### config.mk
export PLATFORM = sky130hd
export DESIGN_NAME = microwave_input_conditioner
export DESIGN_NICKNAME = d
export VERILOG_FILES = /design/src/rtl/microwave_pkg.sv /design/src/rtl/button_debouncer.sv /design/src/rtl/microwave_input_conditioner.sv
export SDC_FILE = /design/constraint.sdc
export NUM_CORES = 1
export LEC_CHECK = 0
export ABC_CLOCK_PERIOD_IN_PS = 4570
export BUFFER_PORTS_ARGS = -buffer_cell sky130_fd_sc_hd__buf_2
export CAP_MARGIN = 20
export CORE_UTILIZATION = 25
export DETAILED_ROUTE_END_ITERATION = 10
export PLACE_DENSITY = 0.46
export SLEW_MARGIN = 25
export SYNTH_ARGS = -nofsm -noshare
export SYNTH_HDL_FRONTEND = slang
export SYNTH_SLANG_ARGS = --single-unit
### constraint.sdc
create_clock -name clk -period 4.57 [get_ports clk]
set_input_delay 0.457 -clock clk [delete_from_list [all_inputs] [get_ports clk]]
set_output_delay 0.457 -clock clk [all_outputs]
set_load 0.005 [all_outputs]
### src/rtl/microwave_pkg.sv
// Shared types and constants for the microwave front-end.
// Keypad FSM encoding and key index helper.
package microwave_pkg;

   localparam int NUM_KEYS         = 10;
   localparam int DEFAULT_DEBOUNCE = 16;

   typedef enum logic [1:0] {
      IDLE,
      DEB_PRESS,
      PRESSED,
      DEB_RELEASE
   } kp_state_t;

   function automatic logic [3:0] key_index(input logic [NUM_KEYS-1:0] k);
      key_index = '0;
      for (int i = 0; i < NUM_KEYS; i++) begin
         if (k[i]) key_index = 4'(i);
      end
   endfunction

endpackage

### src/rtl/button_debouncer.sv
// Two-flop synchroniser, stable-sample debounce and falling-edge pulse
// for a single button or switch channel.
module button_debouncer #(
   parameter int   DEBOUNCE_CYCLES = 16,
   parameter logic RST_VAL         = 1'b1
) (
   input  logic clk,
   input  logic resetn,
   input  logic raw_i,
   output logic level_o,
   output logic pulse_o
);

   localparam int CNT_W = $clog2(DEBOUNCE_CYCLES + 1);

   logic             sync1_q, sync2_q;
   logic [CNT_W-1:0] cnt_q, cnt_d;
   logic             level_q, level_d;
   logic             level_d1_q;
   logic             pulse_q;

   // Sync flops start at the idle level so a release from reset
   // never looks like a press.
   always_ff @(posedge clk or negedge resetn) begin
      if (!resetn) begin
         sync1_q    <= RST_VAL;
         sync2_q    <= RST_VAL;
         cnt_q      <= '0;
         level_q    <= RST_VAL;
         level_d1_q <= RST_VAL;
         pulse_q    <= 1'b0;
      end else begin
         sync1_q    <= raw_i;
         sync2_q    <= sync1_q;
         cnt_q      <= cnt_d;
         level_q    <= level_d;
         level_d1_q <= level_q;
         pulse_q    <= level_d1_q & ~level_q;
      end
   end

   always_comb begin
      cnt_d   = '0;
      level_d = level_q;
      if (sync2_q != level_q) begin
         cnt_d = cnt_q + 1'b1;
         if (cnt_d == CNT_W'(DEBOUNCE_CYCLES)) begin
            level_d = sync2_q;
            cnt_d   = '0;
         end
      end
   end

   assign level_o = level_q;
   assign pulse_o = pulse_q;

endmodule

### src/rtl/microwave_input_conditioner.sv
// Keypad/button conditioning front-end for the microwave controller:
// synchronised, debounced levels plus single-cycle strobes.
module microwave_input_conditioner
   import microwave_pkg::*;
#(
   parameter int DEBOUNCE_CYCLES = DEFAULT_DEBOUNCE
) (
   input  logic                clk,
   input  logic                resetn,
   input  logic [NUM_KEYS-1:0] keypad_raw,
   input  logic                startn_raw,
   input  logic                stopn_raw,
   input  logic                clearn_raw,
   input  logic                door_closed_raw,
   output logic [NUM_KEYS-1:0] keypad,
   output logic [3:0]          key_code,
   output logic                key_strobe,
   output logic                startn,
   output logic                stopn,
   output logic                clearn,
   output logic                door_closed,
   output logic                start_pulse,
   output logic                stop_pulse,
   output logic                clear_pulse
);

   localparam int CNT_W = $clog2(DEBOUNCE_CYCLES + 1);

   logic door_pulse_unused;

   button_debouncer #(.DEBOUNCE_CYCLES(DEBOUNCE_CYCLES), .RST_VAL(1'b1)) u_start (
      .clk(clk), .resetn(resetn), .raw_i(startn_raw),
      .level_o(startn), .pulse_o(start_pulse)
   );

   button_debouncer #(.DEBOUNCE_CYCLES(DEBOUNCE_CYCLES), .RST_VAL(1'b1)) u_stop (
      .clk(clk), .resetn(resetn), .raw_i(stopn_raw),
      .level_o(stopn), .pulse_o(stop_pulse)
   );

   button_debouncer #(.DEBOUNCE_CYCLES(DEBOUNCE_CYCLES), .RST_VAL(1'b1)) u_clear (
      .clk(clk), .resetn(resetn), .raw_i(clearn_raw),
      .level_o(clearn), .pulse_o(clear_pulse)
   );

   button_debouncer #(.DEBOUNCE_CYCLES(DEBOUNCE_CYCLES), .RST_VAL(1'b0)) u_door (
      .clk(clk), .resetn(resetn), .raw_i(door_closed_raw),
      .level_o(door_closed), .pulse_o(door_pulse_unused)
   );

   logic [NUM_KEYS-1:0] kp_s1_q, kp_s2_q;
   kp_state_t           state_q, state_d;
   logic [NUM_KEYS-1:0] cand_q, cand_d;
   logic [CNT_W-1:0]    cnt_q, cnt_d;
   logic [NUM_KEYS-1:0] keypad_q, keypad_d;
   logic [3:0]          code_q, code_d;
   logic                strobe_q, strobe_d;

   always_ff @(posedge clk or negedge resetn) begin
      if (!resetn) begin
         kp_s1_q  <= '0;
         kp_s2_q  <= '0;
         state_q  <= IDLE;
         cand_q   <= '0;
         cnt_q    <= '0;
         keypad_q <= '0;
         code_q   <= '0;
         strobe_q <= 1'b0;
      end else begin
         kp_s1_q  <= keypad_raw;
         kp_s2_q  <= kp_s1_q;
         state_q  <= state_d;
         cand_q   <= cand_d;
         cnt_q    <= cnt_d;
         keypad_q <= keypad_d;
         code_q   <= code_d;
         strobe_q <= strobe_d;
      end
   end

   // The capture/first-zero sample counts as the first stable one,
   // so the debounce states finish after DEBOUNCE_CYCLES-1 more.
   always_comb begin
      state_d  = state_q;
      cand_d   = cand_q;
      cnt_d    = cnt_q;
      keypad_d = keypad_q;
      code_d   = code_q;
      strobe_d = 1'b0;
      unique case (state_q)
         IDLE: begin
            if ($onehot(kp_s2_q)) begin
               cand_d  = kp_s2_q;
               cnt_d   = '0;
               state_d = DEB_PRESS;
            end
         end
         DEB_PRESS: begin
            if (kp_s2_q != cand_q) begin
               state_d = IDLE;
            end else if (cnt_q == CNT_W'(DEBOUNCE_CYCLES - 2)) begin
               state_d  = PRESSED;
               keypad_d = cand_q;
               code_d   = key_index(cand_q);
               strobe_d = 1'b1;
               cnt_d    = '0;
            end else begin
               cnt_d = cnt_q + 1'b1;
            end
         end
         PRESSED: begin
            if (kp_s2_q == '0) begin
               cnt_d   = '0;
               state_d = DEB_RELEASE;
            end
         end
         DEB_RELEASE: begin
            if (kp_s2_q != '0) begin
               state_d = PRESSED;
            end else if (cnt_q == CNT_W'(DEBOUNCE_CYCLES - 2)) begin
               state_d  = IDLE;
               keypad_d = '0;
               code_d   = '0;
               cnt_d    = '0;
            end else begin
               cnt_d = cnt_q + 1'b1;
            end
         end
         default: state_d = IDLE;
      endcase
   end

   assign keypad     = keypad_q;
   assign key_code   = code_q;
   assign key_strobe = strobe_q;

endmodule
Word level (Yosys, flattened, before mapping)
Index checks and enable logic that the tools add are counted.

word-level totals
  input bits = 16
  flip-flop bits (word level) = 90
  word-level logic and storage cells = 127

cells by class
  bitwise operators = 6
  add/sub/neg operators = 14
  equal/unequal tests = 22
  reductions and logical operators = 12
  muxes and demuxes = 43

operator list
  kind                                                             count
  5-bit two-way mux                                                13
  4-bit two-way mux                                                12
  10-bit two-way mux                                               4
  5-bit by 1-bit adder with 5-bit output, second input constant    5
  5-bit == test, second input constant                             4
  10-bit one-hot mux with 2 select lines                           1
  5-bit one-hot mux with 4 select lines                            1
  2-bit two-way mux                                                6
  2-bit != test, second input constant                             6
  1-bit by 1-bit adder with 2-bit output                           5
  10-bit logical NOT                                               1
  10-bit != test                                                   1
  2-bit AND reduction                                              5
  10-bit nonzero test                                              1
  2-bit one-hot mux with 4 select lines                            1
  4-bit one-hot mux with 2 select lines                            1
  4-bit AND reduction                                              2
  2-bit by 2-bit adder with 3-bit output                           2
  3-bit != test, second input constant                             2
  5-bit by 4-bit == test with 1-bit output, second input constant  1
  5-bit AND reduction                                              1
  3-bit by 3-bit adder with 4-bit output                           1
  4-bit by 2-bit adder with 4-bit output                           1
  2-bit == test, second input constant                             2
  8 further kinds                                                  18

Depth between registers and ports, before layout
Gate-level depths: netlist (run 1).

  depth in word-level cells = 12
  depth in mapped cells = 14
  gate-level depth less buffers = 13

By module
Synthesis (run 1) repeated with hierarchy kept, for this count alone.

unflattened totals
  cells, all modules = 328
  area total of the unflattened synthesis = 4000.1 µm²

by module, submodules not included
  module                          area each (µm²)  cells an instance  instances
  microwave_input_conditioner     2403.6           204                1
  button_debouncer (u_clear ...)  400.4            31                 3
  button_debouncer (u_door)       395.4            31                 1

Worst setup path after synthesis (run 1)
No wires, ideal clock.

  path type = reg-to-reg
  start point = register kp_s2_q[0]
  end point = register cnt_q[1]
  slack = 0.898 ns
  buffers on the path = 0
  data arrival time = 3.547 ns
  library setup time = 0.125 ns
  cell stages (with the launch flop) = 13
  cell sequence = dfrtp_1 fa_1 fa_1 inv_1 fa_1 inv_1 ha_1 inv_1 fa_1 o2111ai_1 a22oi_1 and2_1 mux2_2

between the ends
  cells in the longest elaborated chain, start to end = 7
  elaborated cells between the ends (all ways) = 13
  classes of those cells = 4 x add/sub; 6 x eq/ne; 3 x reduce/logical

RTL lines
  element                                                       RTL line                           RTL
  start: declaration                                            microwave_input_conditioner.sv:51  logic [NUM_KEYS-1:0] kp_s1_q, kp_s2_q;
  start signal: assignment                                      microwave_input_conditioner.sv:71  kp_s2_q <= kp_s1_q;
  1-bit by 1-bit adder with 2-bit output (implied by the code)  microwave_input_conditioner.sv:92  if ($onehot(kp_s2_q)) begin
  2-bit by 2-bit adder with 3-bit output (implied by the code)  microwave_input_conditioner.sv:92
  3-bit by 3-bit adder with 4-bit output (implied by the code)  microwave_input_conditioner.sv:92
  4-bit by 2-bit adder with 4-bit output (implied by the code)  microwave_input_conditioner.sv:92
  4-bit by 1-bit == test with 1-bit output                      microwave_input_conditioner.sv:92
  2-bit != test (no line)                                       -
  4-bit AND reduction (no line) *                               -
  end signal: assignment                                        microwave_input_conditioner.sv:74  cnt_q <= cnt_d;
  end: declaration                                              microwave_input_conditioner.sv:54  logic [CNT_W-1:0] cnt_q, cnt_d;

Mark *: on every way between the ends. The rest lies on a longest branch, timed or not.
A chain may end at the register's enable or synchronous reset.

Worst setup path after layout (run 1)
Same ends and word-level chain as after synthesis.

==> results of run 1 <==
[metal layers]
| metal | GRT usage [%] | routed length [microns] | up-vias |
|---|---|---|---|
| met2 | 14.4 | 3080 | 47 |
| li1 | - | - | 1192 |
| met5 | 0 | 0 | - |
| met3 | 3.67 | 358 | 9 |
| met4 | 3.99 | 102 | 0 |
| met1 | 13.1 | 3550 | 1201 |
[metrics by stage]
step	power, uW	setup WS (ps)	area, sq um
after floorplan	1260	898	3900
after global placement	1370	718	4300
after detailed placement	1380	647	4300
after CTS	2170	613	4610
after global routing	2270	348	4610
final	2130	631	4610
[flip-flops by register name (all words and copies together), names as in the netlist, 5 cells and up]
signal,flops
cnt_q,5
keypad,10
u_clear.cnt_q,5
cand_q,10
u_start.cnt_q,5
kp_s2_q,10
u_stop.cnt_q,5
u_door.cnt_q,5
kp_s1_q,10
[cell families (layout without fill, tap and decap cells)]
family | count (synthesis) | in the layout | synth area share (%)
flip-flops | 90 | 90 | 58.2
adder cells (fa/ha/maj) | 16 | 16 | 6.29
multiplexers | 26 | 26 | 7.16
XOR/XNOR | 24 | 24 | 5.39
buffers and inverters | 33 | 82 | 3.37
AND/OR/NAND/NOR | 102 | 102 | 13.4
AO/OA/AOI/OAI | 36 | 36 | 6.23
[power groups by stage]
stage | logic (uW) | clock network (uW) | registers (uW)
after floorplan | 293 | 0 | 964
after global placement | 373 | 0 | 1000
after detailed placement | 378 | 0 | 1000
after CTS | 380 | 800 | 989
after global routing | 434 | 828 | 1000
final | 375 | 766 | 991
[cell usage in the layout, fill, tap and decap left out, types with 2 or more instances in the layout]
cell,instances
a211oi_1,2
a21oi_1,9
and2_1,2
buf_2,36
buf_4,2
clkbuf_16,9
dfrtp_1,78
dfstp_2,12
fa_1,6
ha_1,10
inv_1,28
inv_6,2
inv_8,2
mux2_1,4
mux2_2,11
mux2i_1,11
nand2_1,27
nand2b_1,5
nand3_1,14
nand4_1,4
nand4b_1,3
nor2_1,22
nor2b_1,9
nor3_1,4
nor4_1,3
nor4_2,2
o21ai_0,11
xnor2_1,10
xor2_1,14
[critical path, delay by kind of cell (launching register included)]
kind	cells	cell delay, ps
AOI/OAI and AO/OA	2	550
buffers and inverters	3	170
and+or+nand+nor	2	340
muxes	1	340
DFF	1	420
adders and majority gates	5	1990
[final cells by class]
class                      count  area, sq um  share of cell area (%)
sequential                    90         2270                    49.2
clock inverter                 7         83.8                    1.82
inverter                      28          105                    2.28
multi-input combinational    204         1500                    32.5
clock buffer                   9          225                    4.89
tap                          188          235                    5.10
timing repair buffer          38          195                    4.23
[path summary, 6_finish.rpt]
kind,end,cells after the start,from
max,cnt_q[1],13,kp_s2_q[0]
max in group asynchronous,u_clear.level_d1_q,2,resetn
min in group clk,u_stop.sync1_q,1,stopn_raw
min,u_stop.cnt_q[3],1,resetn
min reg2reg,u_door.sync2_q,0,u_door.sync1_q
max reg2reg,cnt_q[1],13,kp_s2_q[0]
==> metrics, run 1 <==
vias per cell=4.34; critical path's slowest cell=fa_1; H-tree depth=3; fin crit share=86.2%; fin. max-slew vios=0; global-route wire length before repair=12300 microns; synthesized area per cell=11.9 sq um; switching part of the total=30.4%; Inserted Clock Buffers=9; final wirelength=7090 microns; CP max FO=7; area share of the largest cell type after synthesis=50.1%; Final nets=403; Worst Max-Slew Pin Slew=850 ps; RSZ-0062 raised after global routing=no; Hold Vio Cnt, Final=0; vias in the first global route=2519; PwrDens=463 nW/um^2; final core area utilization=30.3%; top achievable clock speed=254 MHz; largest net degree at the start of global routing=59; Peak supply drop=0.000206 V; Synth Cell Area=3900 sq um; CP endpoint kind=register; logic gate share of total power=17.6%; Post-DP HPWL=4990 microns; Crit path required time=4800 ps; initial antenna violation count=0; drt pass-1 iters=4; Ports=38; worst-path cell chain=fa_1 -> fa_1 -> inv_1 -> fa_1 -> inv_1 -> ha_1 -> inv_1 -> fa_1 -> nand2b_1 -> o2111ai_1 -> a22oi_1 -> and2_1 -> mux2_2; Clock power frac=35.9%; Reg2Reg Setup Slack=630 ps; Post-CTS Setup Inserts=0; Synth Flop Type=dfrtp_1; static leakage=0.00211 uW; area of the die=16100 sq um; initial core utilization=25.6%; wire per inst=12.6 microns; Min-Delay Path Class=in2async; Diodes inserted=0; GRT Util Overall=9.83%; leading area contributor after synthesis=dfrtp_1; Post-Syn Instances=327; 1st-iter DRT viols=107; TritonCTS Sinks=90; most frequent CP cell=fa_1; later-pin clock latency in the skew report=340 ps; Worst EP arrival=4170 ps; #FFs+latches synth=90; syn_nets=359; DRT antenna net count=0; fill cell count=1558; status=complete, no violations; CP Launch Type=register; max incr delay on CP=510 ps; die height=127 microns; Slew headroom=43.1%; Port Buffers=37; Clock Tree Buf Depth=2; die width=127 microns; cts hold-fix bufs=0; P_int=1480 uW; max_cap viols=0; YS warnings=0; # resized after CTS=0; Netlist cell types=47; GR Overflow Total=0; synth cell count leaders=78 x dfrtp_1, 28 x inv_1, 27 x nand2_1; routed vias=2449; TritonCTS clock tree=built; synth-to-layout area growth=18.3%; ys async rst share=100%; Placed Instances=548; Fin Setup TNS=0 ps; Core ar.=15200 sq um; top-count cell post-synth=dfrtp_1; std cell rows=45; clock slew at reported path FFs=70 ps; Finished Layout Cells=564; clk root buf=clkbuf_16; Synth area leaders=dfrtp_1 50%, dfstp_2 8.1%, ha_1 3.2%, mux2_2 3.2%, xor2_1 3.1%; number of remaining DRC errors=0; critical path class=reg2reg; min Tclk post-route=3940 ps; count of final setup violators=0; Psw=649 uW; Post-synth EDFFs=0; sequential fraction of the synthesis area=58.2%; Sequential Power Share=46.5%; Hold Slack=176 ps; Worst Clk Skew=4.65 ps; layout cells sized above 1=22.1%; RePlAce Congestion=0.777
Note: power is estimated with default switching activity, not from simulation.
==> run 2: changes to the inputs <==
--- a/config.mk
+++ b/config.mk
@@ -5,9 +5,11 @@
 export SDC_FILE = /design/constraint.sdc
 export NUM_CORES = 1
 export LEC_CHECK = 0
+export ABC_AREA = 1
 export ABC_CLOCK_PERIOD_IN_PS = 4570
 export BUFFER_PORTS_ARGS = -buffer_cell sky130_fd_sc_hd__buf_2
 export CAP_MARGIN = 20
+export CORE_ASPECT_RATIO = 0.7
 export CORE_UTILIZATION = 25
 export DETAILED_ROUTE_END_ITERATION = 10
 export PLACE_DENSITY = 0.46
==> metrics, run 2 <==
PwrDens=508 nW/um^2 (+9.9%); count of final setup violators=0 (unchanged); cts hold-fix bufs=0 (unchanged); area share of the largest cell type after synthesis=49.0% (-1.1 points); cell area after layout=4730 sq um (+2.6%); RR Startpoint=kp_s2_q[5]; H-tree depth=3 (unchanged); dpl cell area=4390 sq um (+2.2%); TritonCTS clock tree=built; most frequent cells in the layout=110 x nand2_1, 78 x dfrtp_1, 50 x nor2_1, 49 x inv_1, 36 x buf_2; top achievable clock speed=272 MHz (+7.2%); #FFs+latches synth=90 (unchanged); Buffers & Inverters on Critical Path=4 (+1); RSZ-0062 raised after global routing=no; mux contribution to synthesized area=0% (-7.2 points); Synth Cell Area=3980 sq um (+2.2%); Crit path required time=4770 ps (-30 ps); worst-path cell chain=fa_1 -> fa_1 -> inv_1 -> fa_1 -> inv_1 -> ha_1 -> inv_1 -> fa_1 -> nand2_1 -> nor2_1 -> nand2_1 -> inv_1 -> nand2_1 -> nor2_1 -> a21oi_1; R2R depth=15 (+2); fin. max-slew vios=0 (unchanged); 1st-iter DRT viols=196 (+83%); static leakage=0.00238 uW (+13%); ys async rst share=100% (unchanged); Post-Syn Instances=417 (+28%); Post-CTS Setup Inserts=0 (unchanged); Final nets=493 (+22%); drt pass-1 iters=6 (+2); # resized after CTS=0 (unchanged); fill cell count=1648 (+5.8%); Synth area leaders=dfrtp_1 49%, nand2_1 10%, dfstp_2 7.9%, nor2_1 4.7%, inv_1 4.6%; wire per inst=11.5 microns (-8.2%); fin crit share=80.4% (-5.8 points); leading area contributor after synthesis=dfrtp_1; largest net degree at the start of global routing=50 (-15%); Post-Synth Simple-Gate Area=21.5% (+8.1 points); global-route wire length before repair=13500 microns (+9.6%); YS warnings=0 (unchanged); clock slew at reported path FFs=70 ps (about the same); CP max FO=20 (+13); synth-to-layout area growth=18.8%; Inserted Clock Buffers=9 (unchanged); Critical Path Start=kp_s2_q[5]; TritonCTS Sinks=90 (unchanged); largest family of logic cells by synthesized area=simple AND/OR/NAND/NOR gates; Post-synth EDFFs=0 (unchanged); xor and xnor area share after synthesis=4.40% (-1.0 points); critical path's slowest cell=fa_1; Netlist cell types=26 (-45%); Ports=38 (unchanged); Clock Tree Buf Depth=2 (unchanged); number of remaining DRC errors=0 (unchanged); max incr delay on CP=510 ps (about the same); synth cell count leaders=110 x nand2_1, 78 x dfrtp_1, 50 x nor2_1; synthesized area per cell=9.55 sq um (-20%); Core ar.=15500 sq um (+2.3%); commonest non-fill, non-tap cell in the layout=nand2_1; vias per cell=4.06 (-6.6%); top-count cell post-synth=nand2_1; vias in the first global route=2721 (+8.0%); Worst EP arrival=3880 ps (-290 ps); Fin Setup TNS=0 ps (unchanged); die height=108 microns (-15%); Port Buffers=37 (unchanged); Reg2Reg Setup Slack=900 ps (+260 ps); initial antenna violation count=2 (+2); Peak supply drop=0.000197 V (-4.3%); worst reg2reg endpoint=cand_q[5]; Min-Delay Path Class=in2async; Slew headroom=56.9% (+14 points); critical path class=reg2reg; sequential fraction of the synthesis area=56.9% (-1.3 points); GRT Util Overall=10.4% (+0.60 points); CP endpoint kind=register; Top delay family on crit path=adder cells; clk root buf=clkbuf_16; die width=153 microns (+21%); std cell rows=38 (-16%); Hold Vio Cnt, Final=0 (unchanged); status=complete, no violations; final wirelength=7690 microns (+8.4%); max_cap viols=0 (unchanged); GR Overflow Total=0 (unchanged); area of the die=16500 sq um (+2.3%); initial core utilization=25.6% (about the same); layout cells sized above 1=18.9% (-3.2 points); Synth Flop Type=dfrtp_1; Diodes inserted=0 (unchanged); Worst Max-Slew Pin Slew=647 ps (-203 ps); area occupied by registers=2270 sq um (unchanged); syn_nets=449 (+25%); routed vias=2701 (+10%); Post-DP HPWL=5610 microns (+12%); CP Launch Type=register; multi-input logic area=1490 sq um (-0.50%); DRT antenna net count=0 (unchanged); min Tclk post-route=3670 ps (-264 ps); Compound-Gate Fraction of Synth Area=5.37% (-0.86 points); later-pin clock latency in the skew report=340 ps (about the same); Worst Clk Skew=7.49 ps (+2.84 ps); Adder-Cell Fraction of Synth Area=6.16% (-0.14 points); RePlAce Congestion=0.799 (+2.8%)
-- run 2: cell types whose count changed in the layout (fill, tap and decap cells not counted), moves of 11 or more --
cell | previous run | this run
inv_1 | 28 | 49
mux2i_1 | 11 | 0
nor2_1 | 22 | 50
nand2_1 | 27 | 110
mux2_2 | 11 | 0
o21ai_2 | 0 | 12
-- run 2: logic make-up (layout without fill, tap and decap cells) --
group           count (synthesis)  in the layout
xor+xnor                       20             20
fa+ha+maj                      16             16
compound gates                 32             32
flops                          90             90
simple gates                  203            203
buf+inv                        56            105
-- run 2: metal layers --
layer  global-route usage, %  share of wire (%)  wire (microns)  vias to the layer above
met4                    3.03                1.2              89                        0
li1                        -                  -               -                     1385
met1                    15.2                 55            4210                     1247
met5                       0                  0               0                        -
met3                    3.99                5.9             452                       10
met2                    14.1                 38            2930                       59
-- run 2: metrics by stage --
stage               hold slack [ps]  cells  util, %  setup slack, ps  power, uW
finish                          133    666     30.4              895       2410
global route                    180    666     30.4              543       2570
CTS                             161    666     30.4              859       2440
detailed placement              336    650     28.3              883       1600
global placement                334    650     28.3              915       1590
floorplan                       161    417        -             1170       1430
-- run 2: worst reg2reg max path, delay by kind of cell (launching register included) --
kind	cells	cell delay, ps
flops	1	450
fa+ha+maj	5	2050
simple gates	5	740
compound gates	1	50
buf+inv	4	250
-- run 2: how the worst max path moves through the flow --
stage / endpoint / slack, ps / cells past startpoint
2_1_floorplan: cnt_q[0] / 1170 / 17
3_3_place_gp: cand_q[5] / 920 / 15
3_5_place_dp: cand_q[1] / 880 / 14
4_1_cts: cand_q[1] / 860 / 14
5_1_grt: cand_q[4] / 540 / 14
6_report: cand_q[5] / 900 / 15
-- run 2: layout make-up --
cell class	count	area share, %
Tap cell	200	5.29
Clock buffer	10	5.05
Multi-Input combinational cell	271	31.5
Inverter	51	4.05
Sequential cell	90	47.9
Timing Repair Buffer	38	4.13
Clock inverter	6	2.06
-- run 2: power by group --
| group | switching [uW] | internal, uW | total, uW |
|---|---|---|---|
| clock | 318 | 502 | 820 |
| combinational | 367 | 207 | 574 |
| sequential | 108 | 903 | 1010 |
| total | 793 | 1610 | 2410 |
